**src/rtl/rs_slot_alloc.sv**
```systemverilog
// rs_slot_alloc
// -----------------------------------------------------------------------------
// Tracks occupancy of the reservation-station slots and grants up to two free
// slots per cycle to the dispatch lanes. Slots are freed by the issue stage
// one cycle after their grant, and a squash empties the whole RS.
//
// Ports:
//   clock       system clock, rising edge
//   reset_n     asynchronous active-low reset (deassertion synchronised outside)
//   disp_req    dispatch lane valid, [0] is the older lane
//   issue_gnt   slots issued this cycle (may be multi-hot)
//   squash      branch mispredict, empties the RS
//   alloc_gnt0  one-hot slot granted to lane 0, or zero
//   alloc_gnt1  one-hot slot granted to lane 1, or zero
//   disp_ack    per-lane accept (same-cycle handshake)
//   busy        registered slot-occupied bitmap
//   free_cnt    number of free slots
//   stall       advisory, high when fewer than two slots are free
//   err         sticky flag: an issue grant hit a slot that was not busy
// -----------------------------------------------------------------------------
module rs_slot_alloc #(
    parameter int WIDTH = 16,
    parameter int CNT_W = 5
) (
    input  logic             clock,
    input  logic             reset_n,
    input  logic [1:0]       disp_req,
    input  logic [WIDTH-1:0] issue_gnt,
    input  logic             squash,
    output logic [WIDTH-1:0] alloc_gnt0,
    output logic [WIDTH-1:0] alloc_gnt1,
    output logic [1:0]       disp_ack,
    output logic [WIDTH-1:0] busy,
    output logic [CNT_W-1:0] free_cnt,
    output logic             stall,
    output logic             err
);

    // Isolate the lowest-index set bit (two's-complement trick).
    function automatic logic [WIDTH-1:0] lowest_bit(input logic [WIDTH-1:0] vec);
        return vec & (~vec + {{(WIDTH-1){1'b0}}, 1'b1});
    endfunction

    // Count the set bits of a vector.
    function automatic logic [CNT_W-1:0] pop_count(input logic [WIDTH-1:0] vec);
        logic [CNT_W-1:0] cnt;
        cnt = {CNT_W{1'b0}};
        for (int i = 0; i < WIDTH; i++) begin
            cnt = cnt + {{(CNT_W-1){1'b0}}, vec[i]};
        end
        return cnt;
    endfunction

    logic [WIDTH-1:0] busy_r;
    logic             err_r;
    logic [WIDTH-1:0] free_s;
    logic [WIDTH-1:0] gnt0_s;
    logic [WIDTH-1:0] gnt1_s;
    logic [WIDTH-1:0] busy_next_s;
    logic             err_hit_s;

    // Grant selection. Slots freed by this cycle's issue_gnt are not visible
    // here on purpose: free is taken from the registered bitmap only.
    always_comb begin
        free_s = ~busy_r;
        gnt0_s = {WIDTH{1'b0}};
        gnt1_s = {WIDTH{1'b0}};
        if (!squash && disp_req[0]) begin
            gnt0_s = lowest_bit(free_s);
        end else begin
            gnt0_s = {WIDTH{1'b0}};
        end
        // Lane 1 may only go when the older lane is either idle or accepted,
        // and never takes the slot just handed to lane 0.
        if (!squash && disp_req[1] && (!disp_req[0] || (|gnt0_s))) begin
            gnt1_s = lowest_bit(free_s & ~gnt0_s);
        end else begin
            gnt1_s = {WIDTH{1'b0}};
        end
    end

    // Next-state bitmap and error detection.
    always_comb begin
        err_hit_s = |(issue_gnt & ~busy_r);
        if (squash) begin
            busy_next_s = {WIDTH{1'b0}};
        end else begin
            busy_next_s = (busy_r & ~issue_gnt) | gnt0_s | gnt1_s;
        end
    end

    // Occupancy register; squash has already been folded into busy_next_s.
    always_ff @(posedge clock or negedge reset_n) begin
        if (!reset_n) begin
            busy_r <= {WIDTH{1'b0}};
        end else begin
            busy_r <= busy_next_s;
        end
    end

    // Sticky error flag; only reset clears it, squash does not.
    always_ff @(posedge clock or negedge reset_n) begin
        if (!reset_n) begin
            err_r <= 1'b0;
        end else if (err_hit_s) begin
            err_r <= 1'b1;
        end else begin
            err_r <= err_r;
        end
    end

    assign alloc_gnt0 = gnt0_s;
    assign alloc_gnt1 = gnt1_s;
    assign disp_ack   = {|gnt1_s, |gnt0_s};
    assign busy       = busy_r;
    assign free_cnt   = pop_count(free_s);
    assign stall      = (free_cnt < CNT_W'(2));
    assign err        = err_r;

endmodule

```
**config.mk**
```make
export PLATFORM = sky130hd
export DESIGN_NAME = rs_slot_alloc
export DESIGN_NICKNAME = d
export VERILOG_FILES = /design/src/rtl/rs_slot_alloc.sv
export SDC_FILE = /design/constraint.sdc
export NUM_CORES = 1
export LEC_CHECK = 0
export CAP_MARGIN = 10
export CELL_PAD_IN_SITES_DETAIL_PLACEMENT = 1
export CELL_PAD_IN_SITES_GLOBAL_PLACEMENT = 2
export CORE_UTILIZATION = 22
export DETAILED_ROUTE_END_ITERATION = 16
export PLACE_DENSITY_LB_ADDON = 0.2
export RECOVER_POWER = 25
export SYNTH_ARGS = -nofsm -noshare
export SYNTH_HDL_FRONTEND = slang
export SYNTH_SLANG_ARGS = --single-unit
```
**constraint.sdc**
```tcl
create_clock -name clock -period 5.3 [get_ports clock]
set_input_delay 1.59 -clock clock [delete_from_list [all_inputs] [get_ports clock]]
set_output_delay 1.59 -clock clock [all_outputs]
set_load 0.02 [all_outputs]
```
==> impl_results.md <==
- Syn Inst Count: 254
- Deepest clock path buffer count: 2
- Io pins: 78
- Clk root buf: clkbuf_8
- Internal power: 263 µW
- Leading area contributor after synthesis: dfrtp_1
- Hpwl dp: 7.40 mm
- Share of post-route cells with drive strength above 1: 39.4%
- Pwr Total: 405 µW
- Ant. Diodes: 0
- Final setup vio count: 6
- Synth cell types: 55
- Path depth of the worst reg2reg path: 10
- Total GRT Usage: 19.9%
- Via density: 5.08
- Total Wirelength: 9.44 mm
- Share of the synthesized area in the top cell type: 20.9%
- Hold_ws: 0.488 ns
- Post-Syn Nets: 292
- Wirelength per Cell: 18.5 µm
- Sequential share of power: 32.9%
- CTS clk-pin slew, worst paths: 0.09 ns
- Die height: 98.3 µm
- Clock buffer count from CTS: 3
- Antenna violations before repair: 0
- Filler cells: 1052
- Crit path time final: 5.53 ns
- P&R area growth vs syn: 84.5%
- Mapped Avg Cell Area: 8.02 µm²
- Predominant post-synthesis flop cell: dfrtp_1
- Clock tree from TritonCTS: yes
- Die area: 0.00965 mm²
- I/O Buffers: 77
- Reg-to-Reg Start: busy[0]
- Gr ovfl total: 0
- Comb power frac: 39.4%
- ANT nets after route: 0
- Initial Util: 23.0%
- Post-synthesis sequential area ratio: 20.9%
- Hold buffers post-CTS: 0
- FMAX: 0.181 GHz
- Post-layout net count: 440
- Clock skew: 0.00495 ns
- Worst endpoint required time: 3.71 ns
- Initial DRC count: 116
- Design Area, Final: 0.00376 mm²
- Setup_tns: -0.700 ns
- Critical path endpoint category: output pin
- Clock group share of total power: 27.7%
- CTS sink cnt: 17
- Relative slew slack: 35.1%
- RSZ-0062 raised after global routing: yes
- Final GP Congestion: 0.841
- Rows: 34
- Die X: 98.3 µm
- Final period utilization: 104%
- Switching pwr: 142 µW
- Startpoint types: register
- Violated checks: DRC, setup timing
- Status: finished with violations
- Peak VDD IR: 63.8 µV
- R2R Path End: busy[11]
- Initial DRT Pass Iterations: 13
- Min-delay src: err
- Vias in the first global route: 2671
- P_leak: 1.61 nW
- Post-synthesis register bit count: 17
- Pre-CTS WS: -0.908 ns
- EDFF count, synth: 0
- Largest net degree at the start of global routing: 18
- Switching portion of total power: 35.1%
- Final hold violations: 0
- Drt drc: 1
- Reg2reg setup slack: 2.22 ns
- Slew Limit Fails: 0
- Hold depth: 2
- Vias: 2587
- Mapped Area: 0.00204 mm²
- Layout Cells excl Fill: 509
- Synth area leaders: dfrtp_1 21%, fa_1 9.8%, inv_1 5.5%
- Placed cells: 488
- Ys async rst share: 100%
- Dpl cell area: 0.00348 mm²
- Fin util: 42.5%
- Number of max-cap violations: 0
- Core Box Area: 0.00885 mm²
- Worst Path Arrival: 3.94 ns
- Tightest Pin Transition: 0.970 ns
- Setup ws final: -0.230 ns
- Worst min path class: register to register
- Synth warn: 0
- Pwr dens: 108 mW/mm²
- Clk_lat worst skew: 0.27 ns
- Worst hold endpoint: err
- Critical path type: register to output pin
- CP Max Fanout: 2
- Critical Path Source: busy[13]
- CTS H-tree depth: 1
- First-pass GRT wire length: 14.8 mm
==> logic make-up after synthesis <==
kind of cell	count (synthesis)	synth area share, %
xor gates and xnor gates	2	0.860
and+or+nand+nor	102	30.0
buffers and inverters	49	10.3
DFF	17	20.9
adders and majority gates	18	14.6
AOI/OAI and AO/OA	66	23.4
==> power groups by stage <==
stage          registers, mW  clock network, mW  logic, mW
4_1_cts                0.133              0.115      0.157
3_3_place_gp           0.135                  0      0.152
2_1_floorplan          0.138                  0     0.0745
3_5_place_dp           0.135                  0      0.154
6_report               0.133              0.112      0.159
5_1_grt                0.133              0.119      0.171
==> placed cells by master, fill, tap and decap left out, types with 4 or more instances in the layout <==
cell / count
dlygate4sd3_1: 4
inv_1: 22
nor2_1: 21
o21ai_0: 5
a21oi_1: 15
nor3_1: 11
a211oi_1: 4
dfrtp_1: 12
nor3_2: 4
buf_2: 4
and2_1: 4
nand2_1: 12
dfrtp_2: 5
ha_1: 5
nor4_4: 5
buf_6: 6
dlygate4sd2_1: 8
a221oi_1: 8
clkdlybuf4s50_1: 48
nor4_1: 5
fa_1: 8
inv_2: 8
nand4_1: 7
nand2b_1: 5
buf_4: 85
==> timing repair <==
action                                  in CTS  in global routing
pin swaps                                   20                 11
gates cloned                                 1                  0
gates resized for setup                    105                 17
setup buffers                                7                  9
endpoints found under the setup margin      29                 21
==> Yosys cell counts, types with 3 or more instances <==
cell      instances
a22o_1            3
nand4_1           7
a221oi_1          9
inv_1            30
nor4_1            9
nor2_1           22
and2_1            4
buf_4             6
a211oi_1          4
nor3_1           17
ha_1              7
nor2b_1           3
nand2_1          12
fa_1             10
o21ai_0          10
dfrtp_1          17
a21oi_1          18
nand2b_1          6
clkbuf_1         11
o21a_1            3
==> worst max-delay path: stages, from the launching register on <==
cell,delay (ns)
dfrtp_2,0.43
inv_2,0.07
fa_1,0.45
fa_1,0.62
fa_1,0.45
fa_1,0.45
ha_2,0.21
fa_2,0.40
xor2_4,0.18
nor4_4,0.24
buf_4,0.17
==> flip-flops by register name, summed over array words and instances, names as in the netlist <==
register / count
err: 1
busy: 16
==> final cells by class <==
type | count | area [µm²] | share of cell area, %
multi-input combinational | 189 | 1650 | 44.0
timing repair buffer | 161 | 1380 | 36.7
sequential | 17 | 432 | 11.5
tap | 108 | 135 | 3.59
inverter | 30 | 113 | 3.00
clock buffer | 3 | 41.3 | 1.10
clock inverter | 1 | 5.00 | 0.133
==> routing by layer <==
metal	vias to the layer above	part of all wire (%)	routed length, µm	track usage, %
li1	1234	-	-	-
met1	1273	48	4520	27.9
met2	74	47	4470	33.0
met3	6	3.9	372	2.22
met4	0	0.86	81	3.90
met5	-	0	0	0
==> worst max-delay path by stage <==
stage	endpoint	slack, ns	cells after the start
after CTS	stall	-0.25	10
after global routing	stall	-0.34	10
after floorplan	stall	-0.06	10
final	stall	-0.23	10
after detailed placement	alloc_gnt1[7]	-0.91	10
after global placement	alloc_gnt1[7]	-0.89	10
(Power assumes the default switching activity.)
